## config.mk

```make
export PLATFORM = sky130hd
export DESIGN_NAME = riscv_id_decode_stage
export DESIGN_NICKNAME = d
export VERILOG_FILES = /design/src/rtl/riscv_id_decode_stage.sv
export SDC_FILE = /design/constraint.sdc
export NUM_CORES = 1
export LEC_CHECK = 0
export ABC_CLOCK_PERIOD_IN_PS = 7800
export CORE_AREA = 4 4 154 156
export CTS_CLUSTER_SIZE = 25
export DETAILED_ROUTE_END_ITERATION = 7
export DIE_AREA = 0 0 158 160
export GPL_ROUTABILITY_DRIVEN = 0
export PLACE_DENSITY = 0.76
export REMOVE_ABC_BUFFERS = 1
export SLEW_MARGIN = 20
export SYNTH_ARGS = -nofsm -noshare
export SYNTH_HDL_FRONTEND = slang
export SYNTH_SLANG_ARGS = --single-unit
```

## constraint.sdc

```tcl
create_clock -name clk -period 7.8 [get_ports clk]
set_clock_uncertainty 0.15 [all_clocks]
set_input_delay 1.56 -clock clk [delete_from_list [all_inputs] [get_ports clk]]
set_output_delay 1.56 -clock clk [all_outputs]
set_load 0.01 [all_outputs]
```

## src/rtl/riscv_id_decode_stage.sv

```systemverilog
// RV32/RV64 decode stage: field extraction, immediates, illegal detection; 1-cycle latency when empty.
// Registered output plus one skid entry; if_ready_o = !skid_valid, so full rate is sustained under stalls.
module riscv_id_decode_stage #(
  parameter int XLEN  = 32,
  parameter bit HAS_M = 1'b1,
  parameter bit HAS_A = 1'b0,
  parameter bit HAS_S = 1'b0
) (
  input  logic            clk,
  input  logic            rst,
  input  logic            flush_i,
  input  logic            if_valid_i,
  output logic            if_ready_o,
  input  logic [31:0]     if_instr_i,
  input  logic [XLEN-1:0] if_pc_i,
  output logic            id_valid_o,
  input  logic            id_ready_i,
  output logic [31:0]     id_instr_o,
  output logic [XLEN-1:0] id_pc_o,
  output logic [4:0]      id_opcode_o,
  output logic [2:0]      id_func3_o,
  output logic [2:0]      id_unit_o,
  output logic [4:0]      id_rs1_o,
  output logic [4:0]      id_rs2_o,
  output logic [4:0]      id_rd_o,
  output logic [XLEN-1:0] id_imm_o,
  output logic            id_we_o,
  output logic            id_word_o,
  output logic            id_illegal_o,
  output logic [15:0]     illegal_cnt_o
);
  localparam bit RV64 = (XLEN == 64);

  localparam logic [4:0] OPC_LOAD   = 5'b00000, OPC_MISC  = 5'b00011, OPC_OPIMM  = 5'b00100,
                         OPC_AUIPC  = 5'b00101, OPC_OPIMM32 = 5'b00110, OPC_STORE = 5'b01000,
                         OPC_AMO    = 5'b01011, OPC_OP    = 5'b01100, OPC_LUI    = 5'b01101,
                         OPC_OP32   = 5'b01110, OPC_BRANCH = 5'b11000, OPC_JALR  = 5'b11001,
                         OPC_JAL    = 5'b11011, OPC_SYSTEM = 5'b11100;

  typedef enum logic [2:0] {
    U_ALU = 3'd0, U_BRANCH = 3'd1, U_LSU = 3'd2, U_MUL = 3'd3,
    U_DIV = 3'd4, U_AMO = 3'd5, U_SYS = 3'd6, U_NOP = 3'd7
  } unit_e;

  typedef struct packed {
    logic [31:0]     instr;
    logic [XLEN-1:0] pc;
    logic [4:0]      opcode;
    logic [2:0]      func3;
    unit_e           unit;
    logic [4:0]      rs1;
    logic [4:0]      rs2;
    logic [4:0]      rd;
    logic [XLEN-1:0] imm;
    logic            we;
    logic            word;
    logic            illegal;
  } beat_t;

  logic [31:0] ins;
  logic [2:0]  f3;
  logic [6:0]  f7;
  logic [31:0] imm32;
  logic        ill, we, word, sys_ok, amo_ok;
  unit_e       unit;
  beat_t       dec;

  assign ins = if_instr_i;
  assign f3  = ins[14:12];
  assign f7  = ins[31:25];

  assign sys_ok = (ins inside {32'h0000_0073, 32'h0010_0073, 32'h3020_0073, 32'h1050_0073}) ||
                  (HAS_S && (ins == 32'h1020_0073 || (ins[31:20] == 12'h104 && ins[14:7] == 8'h00)));
  assign amo_ok = (ins[31:27] inside {5'h00, 5'h01, 5'h02, 5'h03, 5'h04, 5'h08, 5'h0C,
                                      5'h10, 5'h14, 5'h18, 5'h1C}) &&
                  !(ins[31:27] == 5'h02 && ins[24:20] != 5'd0);

  always_comb begin
    ill   = 1'b0;
    we    = 1'b1;
    word  = 1'b0;
    unit  = U_ALU;
    imm32 = '0;
    case (ins[6:2])
      OPC_LOAD: begin
        unit  = U_LSU;
        imm32 = {{20{ins[31]}}, ins[31:20]};
        ill   = (f3 == 3'b111) || (!RV64 && (f3 == 3'b011 || f3 == 3'b110));
      end
      OPC_STORE: begin
        unit  = U_LSU;
        we    = 1'b0;
        imm32 = {{20{ins[31]}}, ins[31:25], ins[11:7]};
        ill   = f3[2] || (f3 == 3'b011 && !RV64);
      end
      OPC_MISC: begin
        unit  = U_NOP;
        we    = 1'b0;
        imm32 = {{20{ins[31]}}, ins[31:20]};
        ill   = (f3[2:1] != 2'b00);
      end
      OPC_OPIMM: begin
        imm32 = {{20{ins[31]}}, ins[31:20]};
        // shamt bit 5 (instr[25]) only exists on RV64
        if (f3 == 3'b001)
          ill = (ins[31:26] != 6'b000000) || (!RV64 && ins[25]);
        else if (f3 == 3'b101)
          ill = !((ins[31:26] == 6'b000000 || ins[31:26] == 6'b010000) && (RV64 || !ins[25]));
      end
      OPC_OPIMM32: begin
        word  = 1'b1;
        imm32 = {{20{ins[31]}}, ins[31:20]};
        ill   = !RV64 || !((f3 == 3'b000) || (f3 == 3'b001 && f7 == 7'h00) ||
                           (f3 == 3'b101 && (f7 == 7'h00 || f7 == 7'h20)));
      end
      OPC_AUIPC, OPC_LUI: imm32 = {ins[31:12], 12'b0};
      OPC_OP, OPC_OP32: begin
        word = (ins[6:2] == OPC_OP32);
        case (f7)
          7'h00:   ill = word && !(f3 inside {3'b000, 3'b001, 3'b101});
          7'h20:   ill = !(f3 inside {3'b000, 3'b101});
          7'h01: begin
            ill  = !HAS_M || (word && (f3 inside {3'b001, 3'b010, 3'b011}));
            unit = f3[2] ? U_DIV : U_MUL;
          end
          default: ill = 1'b1;
        endcase
        if (word && !RV64) ill = 1'b1;
      end
      OPC_AMO: begin
        unit = U_AMO;
        ill  = !HAS_A || !amo_ok || !(f3 == 3'b010 || (f3 == 3'b011 && RV64));
      end
      OPC_BRANCH: begin
        unit  = U_BRANCH;
        we    = 1'b0;
        imm32 = {{19{ins[31]}}, ins[31], ins[7], ins[30:25], ins[11:8], 1'b0};
        ill   = (f3[2:1] == 2'b01);
      end
      OPC_JALR: begin
        unit  = U_BRANCH;
        imm32 = {{20{ins[31]}}, ins[31:20]};
        ill   = (f3 != 3'b000);
      end
      OPC_JAL: begin
        unit  = U_BRANCH;
        imm32 = {{11{ins[31]}}, ins[31], ins[19:12], ins[20], ins[30:21], 1'b0};
      end
      OPC_SYSTEM: begin
        unit  = U_SYS;
        imm32 = {{20{ins[31]}}, ins[31:20]};
        we    = (f3 != 3'b000);
        ill   = (f3 == 3'b100) || (f3 == 3'b000 && !sys_ok);
      end
      default: ill = 1'b1;
    endcase
    if (ins[1:0] != 2'b11) ill = 1'b1;
    if (ins[11:7] == 5'd0) we = 1'b0;

    dec        = '0;
    dec.instr  = ins;
    dec.pc     = if_pc_i;
    dec.opcode = ins[6:2];
    dec.func3  = f3;
    dec.rs1    = ins[19:15];
    dec.rs2    = ins[24:20];
    dec.rd     = ins[11:7];
    if (ill) begin
      dec.unit    = U_SYS;
      dec.illegal = 1'b1;
    end else begin
      dec.unit     = unit;
      dec.we       = we;
      dec.word     = word;
      dec.imm      = {XLEN{imm32[31]}};
      dec.imm[31:0] = imm32;
    end
  end

  beat_t       out_q, out_d, skid_q, skid_d;
  logic        out_vld_q, out_vld_d, skid_vld_q, skid_vld_d;
  logic [15:0] illegal_cnt_q, illegal_cnt_d;
  logic        in_fire, out_fire;

  assign in_fire  = if_valid_i && !skid_vld_q;
  assign out_fire = out_vld_q && id_ready_i;

  always_comb begin
    out_d         = out_q;
    out_vld_d     = out_vld_q;
    skid_d        = skid_q;
    skid_vld_d    = skid_vld_q;
    illegal_cnt_d = illegal_cnt_q;
    if (out_fire && out_q.illegal && illegal_cnt_q != 16'hFFFF)
      illegal_cnt_d = illegal_cnt_q + 16'd1;
    if (flush_i) begin
      out_vld_d  = 1'b0;
      skid_vld_d = 1'b0;
    end else if (!out_vld_q || id_ready_i) begin
      // skid holds the older beat; while it is full no new input is accepted
      if (skid_vld_q) begin
        out_d      = skid_q;
        out_vld_d  = 1'b1;
        skid_vld_d = 1'b0;
      end else begin
        out_vld_d = in_fire;
        if (in_fire) out_d = dec;
      end
    end else if (in_fire) begin
      skid_d     = dec;
      skid_vld_d = 1'b1;
    end
  end

  always_ff @(posedge clk or posedge rst) begin
    if (rst) begin
      out_q         <= '0;
      out_q.instr   <= 32'h0000_0013;
      skid_q        <= '0;
      out_vld_q     <= 1'b0;
      skid_vld_q    <= 1'b0;
      illegal_cnt_q <= '0;
    end else begin
      out_q         <= out_d;
      skid_q        <= skid_d;
      out_vld_q     <= out_vld_d;
      skid_vld_q    <= skid_vld_d;
      illegal_cnt_q <= illegal_cnt_d;
    end
  end

  assign if_ready_o    = !skid_vld_q;
  assign id_valid_o    = out_vld_q;
  assign id_instr_o    = out_q.instr;
  assign id_pc_o       = out_q.pc;
  assign id_opcode_o   = out_q.opcode;
  assign id_func3_o    = out_q.func3;
  assign id_unit_o     = out_q.unit;
  assign id_rs1_o      = out_q.rs1;
  assign id_rs2_o      = out_q.rs2;
  assign id_rd_o       = out_q.rd;
  assign id_imm_o      = out_q.imm;
  assign id_we_o       = out_q.we;
  assign id_word_o     = out_q.word;
  assign id_illegal_o  = out_q.illegal;
  assign illegal_cnt_o = illegal_cnt_q;
endmodule

```

==> impl_metrics.ini <==
[outcome]
status = finished, final reports clean

[layout]
multi_input_area_sq_um = 4297
fin_nets = 1335
nFillCells = 1850
final_layout_size_suffix_gt1_share_pct = 4.836
regArea_sq_um = 5588
syn_to_final_growth_pct = 27.48

[yosys]
postSynthAreaPerCell_sq_um = 9.272
synth_area_sq_um = 10400
ys_ff_latch = 223
synth_area_leaders = dfrtp_1 (53%), nand2_1 (11%), mux2i_1 (6.1%), o21ai_0 (5.5%), a21oi_1 (3.8%)
synth_edf_count = 0
yosysTopAreaCellShare_pct = 52.92
netlist_instances = 1122
async_reset_ff_share_pct = 100.0
seq_area_frac_synth_pct = 53.67
ys.flop_type = dfrtp_1
netlist-cell-type-count = 64
yosys_warnings = 0
yosys.area.top_type = dfrtp_1

[floorplanning]
initial_core_util_pct = 46.52
row_count = 55
core_sq_um = 22370
die-area_sq_um = 25280
die_w_um = 158
die_h_um = 160
io_pins = 212

[route]
vias = 8650
drc = 0
first_iter_violations = 635
ant_nets = 0
first_pass_iters = 5
via_per_inst = 5.517
drt-wirelength-per-cell_um = 17.49
wl_mm = 27.42

[pwr]
peakVddDrop_uv = 145.5
comb_power_share_pct = 18.3
pwr-share-clk_pct = 36.9
p_sw_share_pct = 26.74
internal-power_mw = 2.335
switching_power_mw = 0.8523
power_density_nw_per_um2 = 240.3
power_frac_seq_pct = 44.7
power_mw = 3.187
p_leak_nw = 5.855

[clocking]
cts.sinks = 223
cts_tree = done
cts.repair.resized = 0
clk_latency_ns = 0.52
cts_max_path_buffers = 3
cts-buffers-inserted = 24
cts.clk_slew.worst_paths_ns = 0.06
htree_levels = 1
hold_buffers = 0
clockRootBuffer = clkbuf_16
cts_setup_buffers = 0

[grt]
grt_pass1_wl_mm = 44.75
antenna_found_initial = 1
grt_usage_pct = 21.58
grt_pass1_vias = 8402
grt_start_max_net_pins = 100
gr-total-overflow = 0

[placed_design]
port_buffers = 211
dp_hpwl_mm = 17.79

[timing]
slew_headroom_pct = 26.74
timing.final.crit_period_ns = 4.766
worst_slew_pin_slew_ns = 1.094
fmax_mhz = 209.8
hold_violations = 0
finalSetupViolations = 0
drv_slew = 0
hold-worst-slack_ns = 0.3205
min_period_over_period_pct = 61.11
grt_setup_unrepaired = false

[critical_path]
crit_fanout = 35
cp_cell_sequence = clkdlybuf4s50_1, nor2_1, and3_1, a211oi_1, and3_1, nand4_4, o21ai_0
cpPeakStageDelay_ns = 0.98
crit_required_ns = 8.06
slowest_stage = clkdlybuf4s50_1
cp-end-kind = register
arrival_ns = 5.03
cpMostUsedCell = and3_1
ff2ff_setup_slack_ns = 4.40
critical_path_class = in2reg
cp-start-kind = input pin

[worst_hold_path]
hold_class = reg2reg

[run]
drv_cap = 0
==> per-layer routing <==
metal / global-route usage (%) / vias up / wire, um
met1: 30.30 / 4188 / 12030
met3: 3.957 / 45 / 1930
li1: - / 4087 / -
met5: 0 / - / 0
met2: 34.23 / 330 / 12780
met4: 6.553 / 0 / 689
==> cells in the mapped netlist (3+ instances only) <==
master and count:
o21a_1 4, buf_1 8, o211ai_1 3, clkbuf_1 57
inv_1 8, buf_4 22, nand3b_1 13, dfrtp_1 220
xnor2_1 5, nor2b_1 4, nand4_1 8, buf_2 7
o31ai_1 14, and3_1 27, a22oi_1 5, nand3_1 21
and2_1 5, nor2_1 43, dfstp_2 3, a21oi_1 78
nand2_1 307, nand2b_1 5, o21ai_0 114, xor2_1 11
mux2i_1 63, nor3b_1 3, buf_6 5, nor3_1 11
==> layout by cell type, fill, tap and decap left out, types with 21 or more instances in the layout <==
| master | n |
|---|---|
| mux2i_1 | 63 |
| o21ai_0 | 114 |
| nand2_1 | 305 |
| dfrtp_1 | 219 |
| clkbuf_16 | 24 |
| clkdlybuf4s50_1 | 211 |
| nor2_1 | 43 |
| a21oi_1 | 78 |
| and3_1 | 27 |
| nand3_1 | 21 |
==> worst max-delay path, delay by kind of cell <==
family | cells | cell delay, ns
compound gates | 2 | 0.66
simple gates | 4 | 1.80
buf+inv | 1 | 0.98
==> stage by stage <==
step           instance area (sq um)  worst slack [ns]  TNS [ns]  utilization, %  std cells
2_1_floorplan                   9893          -0.01115    -2.453               -       1021
3_3_place_gp                   12440             2.802         0           55.64       1524
3_5_place_dp                   12440             2.587         0           55.64       1524
4_1_cts                        13260             3.118         0           59.29       1567
5_1_grt                        13260             2.755         0           59.30       1568
6_report                       13260             3.034         0           59.30       1568
==> worst paths after layout <==
check / cells after the start / startpoint / end
setup / recovery: 7 / if_instr_i[3] / skid_q[10]
hold / removal: 2 / skid_q[8] / skid_q[8]
setup reg to reg: 7 / skid_vld_q / id_imm_o[30]
hold reg to reg: 2 / skid_q[8] / skid_q[8]
max in group asynchronous: 3 / rst / id_pc_o[4]
min in group asynchronous: 2 / rst / id_pc_o[22]
==> cell type report <==
cell class	count	area share (%)
Multi-Input combinational cell	790	32.40
Clock inverter	7	0.9151
Tap cell	285	2.689
Clock buffer	36	5.245
Sequential cell	223	42.13
Timing Repair Buffer	218	16.32
Inverter	8	0.2830
Antenna cell	1	0.01887
==> cells by family after synthesis <==
kind of cell	synth area share [%]
xor+xnor	1.347
buf+inv	5.195
compound gates	13.49
mux	6.170
simple gates	20.00
flops	53.67
fa+ha+maj	0.1202
==> power groups by stage <==
stage / clock, mW / sequential, mW / combinational, mW
finish: 1.18 / 1.43 / 0.584
floorplan: 0 / 1.48 / 0.216
global placement: 0 / 1.44 / 0.575
global route: 1.25 / 1.45 / 0.649
CTS: 1.20 / 1.43 / 0.592
detailed placement: 0 / 1.45 / 0.589
==> state kept, by name (all words and copies together) (netlist names), 3 cells and up <==
name           flops
id_pc_o           32
id_instr_o        32
id_unit_o          3
id_imm_o          32
illegal_cnt_o     16
skid_q           102
(Power assumes the default switching activity.)
